$ cat src/rtl/decoder_scan_sequencer.sv
// decoder_scan_sequencer: walks enabled channels in ascending order, holding each for dwell+1 cycles, to drive a 3-to-8 decoder
// Ports: clk, rst_n (async active-low); start/stop (single-cycle controls); mode (0 continuous, 1 single pass);
//        dwell (hold count); ch_mask (channel enables); sel/sel_vld (decoder select and enable);
//        busy (scan in progress); pass_done (end-of-pass pulse); err (no enabled channel pulse).
module decoder_scan_sequencer #(
  parameter int DWELL_W = 8,
  parameter int NUM_CH = 8
) (
  input  logic                         clk,
  input  logic                         rst_n,
  input  logic                         start,
  input  logic                         stop,
  input  logic                         mode,
  input  logic [DWELL_W-1:0]           dwell,
  input  logic [NUM_CH-1:0]            ch_mask,
  output logic [$clog2(NUM_CH)-1:0]    sel,
  output logic                         sel_vld,
  output logic                         busy,
  output logic                         pass_done,
  output logic                         err
);
  localparam int SW = $clog2(NUM_CH);
  typedef enum logic {IDLE, SCAN} state_t;
  state_t state, state_d;
  logic [SW-1:0] sel_d;
  logic [DWELL_W-1:0] cnt, cnt_d, dwell_q, dwell_d;
  logic [NUM_CH-1:0] mask_q, mask_d, nxt;
  logic mode_q, mode_d, pd_d, err_d;
  function automatic logic [SW-1:0] low_bit(input logic [NUM_CH-1:0] m);
    low_bit = '0;
    for (int i = NUM_CH - 1; i >= 0; i--)
      if (m[i]) low_bit = SW'(i);
  endfunction
  // enabled channels strictly above the current one
  function automatic logic [NUM_CH-1:0] above(input logic [NUM_CH-1:0] m, input logic [SW-1:0] s);
    for (int i = 0; i < NUM_CH; i++) above[i] = m[i] && (i > int'(s));
  endfunction
  assign nxt = above(mask_q, sel);
  always_comb begin
    state_d = state;
    sel_d = sel;
    cnt_d = cnt;
    mask_d = mask_q;
    dwell_d = dwell_q;
    mode_d = mode_q;
    pd_d = 1'b0;
    err_d = 1'b0;
    if (state == IDLE) begin
      if (start && !stop) begin
        mask_d = ch_mask;
        dwell_d = dwell;
        mode_d = mode;
        if (|ch_mask) begin
          sel_d = low_bit(ch_mask);
          cnt_d = '0;
          state_d = SCAN;
        end else err_d = 1'b1;
      end
    end else if (stop) state_d = IDLE;
    else if (cnt != dwell_q) cnt_d = cnt + 1'b1;
    else if (|nxt) begin
      sel_d = low_bit(nxt);
      cnt_d = '0;
    end else begin
      pd_d = 1'b1;
      if (mode_q) state_d = IDLE;
      else begin
        // continuous wrap picks up the live mask; an empty one ends the scan
        mask_d = ch_mask;
        if (|ch_mask) begin
          sel_d = low_bit(ch_mask);
          cnt_d = '0;
        end else begin
          state_d = IDLE;
          err_d = 1'b1;
        end
      end
    end
  end
  always_ff @(posedge clk or negedge rst_n) begin
    if (!rst_n) begin
      state <= IDLE;
      sel <= '0;
      sel_vld <= 1'b0;
      busy <= 1'b0;
      pass_done <= 1'b0;
      err <= 1'b0;
      cnt <= '0;
      mask_q <= '0;
      dwell_q <= '0;
      mode_q <= 1'b0;
    end else begin
      state <= state_d;
      sel <= sel_d;
      sel_vld <= state_d == SCAN;
      busy <= state_d == SCAN;
      pass_done <= pd_d;
      err <= err_d;
      cnt <= cnt_d;
      mask_q <= mask_d;
      dwell_q <= dwell_d;
      mode_q <= mode_d;
    end
  end
endmodule
$ cat config.mk
export PLATFORM = sky130hd
export DESIGN_NAME = decoder_scan_sequencer
export DESIGN_NICKNAME = d
export VERILOG_FILES = /design/src/rtl/decoder_scan_sequencer.sv
export SDC_FILE = /design/constraint.sdc
export NUM_CORES = 1
export LEC_CHECK = 0
export CAP_MARGIN = 20
export CORE_ASPECT_RATIO = 0.8
export CORE_MARGIN = 2
export CORE_UTILIZATION = 48
export DETAILED_ROUTE_END_ITERATION = 8
export PLACE_DENSITY = 0.82
export SLEW_MARGIN = 20
export SYNTH_ARGS = -nofsm -noshare
export SYNTH_HDL_FRONTEND = slang
export SYNTH_SLANG_ARGS = --single-unit
$ cat constraint.sdc
create_clock -name clk -period 2 [get_ports clk]
set_input_delay 0.6 -clock clk [delete_from_list [all_inputs] [get_ports clk]]
set_output_delay 0.6 -clock clk [all_outputs]
set_load 0.01 [all_outputs]
==> summary.md <==
| Metric | Value |
|---|---|
| Synthesized Nets | 185 |
| Least-Margin Pin Slew | 0.372 ns |
| Synth Cell Area | 1720 um^2 |
| Post-DP Area | around 2200 um^2 |
| Worst setup path end | state$_DFF_PN0_ |
| Placeable Area | roughly 3400 um^2 |
| Logic pwr share | 35.9% |
| DPL Wire Length | 3190 um |
| Unrepaired setup endpoints after global routing | yes |
| Ant diodes | 0 |
| GP Congestion | 0.903 |
| Pins Over Slew Limit | 0 |
| Mux share of post-synthesis cell area | around 13% |
| DIE AREA | 4070 um^2 |
| FF+latch count, synth | 30 |
| Final WL | 4330 um |
| Cell count after synthesis | 163 |
| Sequential Power Share | 40.3% |
| Die width | 70.9 um |
| Number of synthesized flops with an enable pin | 0 |
| Die Span Y | around 57 um |
| Syn_area_per_cell | roughly 11 um^2 |
| Max_slew headroom | 75.2% |
| XOR/XNOR share of the synthesized area | 4.59% |
| Placed insts | approximately 260 |
| Part of the cycle the worst path needs | 100% |
| # clock sinks | 30 |
| Most common cell after layout, fill and taps aside | dfrtp_1 |
| Synth Area in Compound Gates | 17.3% |
| Clock share of power | roughly a quarter |
| Filler Cells Inserted | roughly 250 |
| CTS clk-pin slew, worst paths | roughly 0.06 ns |
| Critical path class | in -> reg |
| Via/cell ratio | 5.87 |
| Cell row count | 19 |
| Fraction of layout cells with a size suffix above 1 | 33.0% |
| Failing checks | setup timing |
| Tmin final | 2.00 ns |
| R2R setup slack | roughly 0.050 ns |
| Synth Area in Adders | 0.729% |
| FMAX | ~500 MHz |
| Max-cap violations | 0 |
| Nets | 248 |
| Crit-path most repeated cell | buf_4 |
| Largest net degree at the start of global routing | 31 |
| Pleak | 0.00109 uW |
| Iter 0 DRT Violations | 152 |
| Max IR drop VDD | 0.436 mV |
| R2R Path Start | sel[1]$_DFFE_PN0P_ |
| Crit path max fanout | 4 |
| Required @ worst endpoint | 2.18 ns |
| Number of global-route vias before repair | between 1500 and 2000 |
| Clock buffer count from CTS | 5 |
| Ys flop type | dfrtp_1 |
| Clock skew | between 0.004 and 0.005 ns |
| Post-Synth Simple-Gate Area | 17.7% |
| Seq/Total Area, Yosys | a little over two fifths |
| Bufs on Longest Clock Path | 2 |
| Overflow after GRT | 0 |
| DRC viols | 0 |
| End of the worst register-to-register path | mask_q[1]$_DFFE_PN0P_ |
| CP cell instances | clkdlybuf4s50_1 > nor4_2 > buf_4 > nand2_2 > a211oi_2 > a311oi_4 > buf_2 > buf_4 |
| Ys async rst share | 100% |
| First-pass GRT wire length | 7040 um |
| Layout area overhead | 42.1% |
| Port Buffers | 27 |
| CTS tree | done |
| Via count | 1580 |
| WL/cell | 16.1 um |
| Final setup TNS | -0.00256 ns |
| Max incr delay on CP | 0.43 ns |
| GRT Total Usage | 22.5% |
| Initial antenna violation count | 0 |
| Outcome | finished with violations |
| Final worst slack | -0.00256 ns |
| Worst-Skew Late Latency | 0.28 ns |
| CTS root buffer | clkbuf_8 |
| Post-synthesis cell type count | between 40 and 50 |
| CP Capture Type | flop |
| Largest family of logic cells by synthesized area | simple AND/OR/NAND/NOR gates |
| I/O Pins | 28 |
| Commonest cells after routing, fill and taps aside | dfrtp_1 (30), buf_4 (29), clkdlybuf4s50_1 (23) |
| DRT antenna net count | 0 |
| Crit start category | input port |
| Initial Util | between 50 and 60% |
| Synth warn | 0 |
| Psw | 672 uW |
| Int Power | 1400 uW |
| Final setup vio count | 1 |
| Final Non-Filler Cells | 269 |
| Hold Crit Class | reg -> reg |
| Design area | 2440 um^2 |
| Pwr per Cell Area | 849 nW/um^2 |
| Slowest cell on crit path | clkdlybuf4s50_1 |
| Final hold vios | 0 |
| R2R depth | 7 |
| Critical Path AT | 2.18 ns |
| Drt first pass iters | 4 |
| H-Tree Level Count | 2 |
| Crit path launch | ch_mask[5] |
| Switching Fraction | 32.4% |
what timing repair did:
action,in CTS,in global routing
gates resized for setup,7,16
endpoints found under the hold margin,0,0
gates cloned,0,1
endpoints found under the setup margin,18,20
hold buffers,0,0
buffers inserted,1,3
pin swaps,3,1
routing by layer:
layer	vias up	track usage, %	wire (um)
met5	-	0	0
met4	0	11.6	162
met3	21	5.65	267
met2	75	35.9	2050
met1	754	28.7	1850
li1	730	-	-
cell families (layout without fill, tap and decap cells):
logic type / count (synthesis) / count (layout)
and+or+nand+nor: 52 / 52
AOI/OAI and AO/OA: 40 / 40
DFF: 30 / 30
buffers and inverters: 11 / 75
xor gates and xnor gates: 9 / 9
muxes: 20 / 20
adders and majority gates: 1 / 1
cell usage after synthesis (4+ instances only):
| master | count | area share (%) |
|---|---|---|
| or3_1 | 4 | 1.5 |
| nor2_1 | 11 | 2.4 |
| nand2_1 | 11 | 2.4 |
| dfrtp_1 | 30 | 44 |
| a31oi_1 | 7 | 2.6 |
| a21oi_1 | 9 | 2.6 |
| inv_1 | 7 | 1.5 |
| xnor2_1 | 9 | 4.6 |
| mux2i_1 | 5 | 2.9 |
| o21ai_0 | 5 | 1.5 |
| mux2_2 | 14 | 9.2 |
flip-flops by register name (all words and copies together), names as in the netlist:
signal and count:
pass_done 1, sel 3, dwell_q 8, err 1, mask_q 7, mode_q 1, cnt 8, state 1
power by group through the flow:
stage	Sequential [uW]	Clock, uW	Combinational [uW]
finish	833	495	742
global route	850	529	801
CTS	827	504	702
detailed placement	835	0	691
global placement	827	0	645
floorplan	815	0	425
worst max-delay path: cells and delay by family:
family | cells | cell delay [ns]
AOI/OAI and AO/OA | 2 | 0.35
buffers and inverters | 4 | 0.89
and+or+nand+nor | 2 | 0.34
worst min path at each step:
stage | from | end | slack [ns] | cells after the start
after floorplan | rst_n | cnt[0]$_DFFE_PN0P_ | 0.30 | 0
after global placement | cnt[7]$_DFFE_PN0P_ | cnt[7]$_DFFE_PN0P_ | 0.50 | 1
after detailed placement | cnt[7]$_DFFE_PN0P_ | cnt[7]$_DFFE_PN0P_ | 0.50 | 1
after CTS | cnt[7]$_DFFE_PN0P_ | cnt[7]$_DFFE_PN0P_ | 0.51 | 1
after global routing | cnt[7]$_DFFE_PN0P_ | cnt[7]$_DFFE_PN0P_ | 0.54 | 1
final | cnt[7]$_DFFE_PN0P_ | cnt[7]$_DFFE_PN0P_ | 0.52 | 1
stage by stage:
| stage | setup WS, ns | utilization, % | hold WS [ns] | total power [uW] |
|---|---|---|---|---|
| after floorplan | 0.0212 | - | 0.304 | 1240 |
| after global placement | -0.352 | 65.5 | 0.502 | 1470 |
| after detailed placement | -0.419 | 65.5 | 0.501 | 1530 |
| after CTS | -0.00683 | 69.0 | 0.513 | 2030 |
| after global routing | -0.0780 | 71.3 | 0.540 | 2180 |
| final | -0.00256 | 71.3 | 0.524 | 2070 |
layout make-up:
class	count	area [um^2]	share of cell area, %
Clock buffer	7	86.3	3.54
Sequential cell	30	751	30.8
Inverter	7	26.3	1.08
Clock inverter	1	5.00	0.205
Multi-Input combinational cell	122	973	39.9
Timing Repair Buffer	60	546	22.4
Tap cell	42	52.6	2.15
No activity file was read; power rests on OpenSTA's default activity.
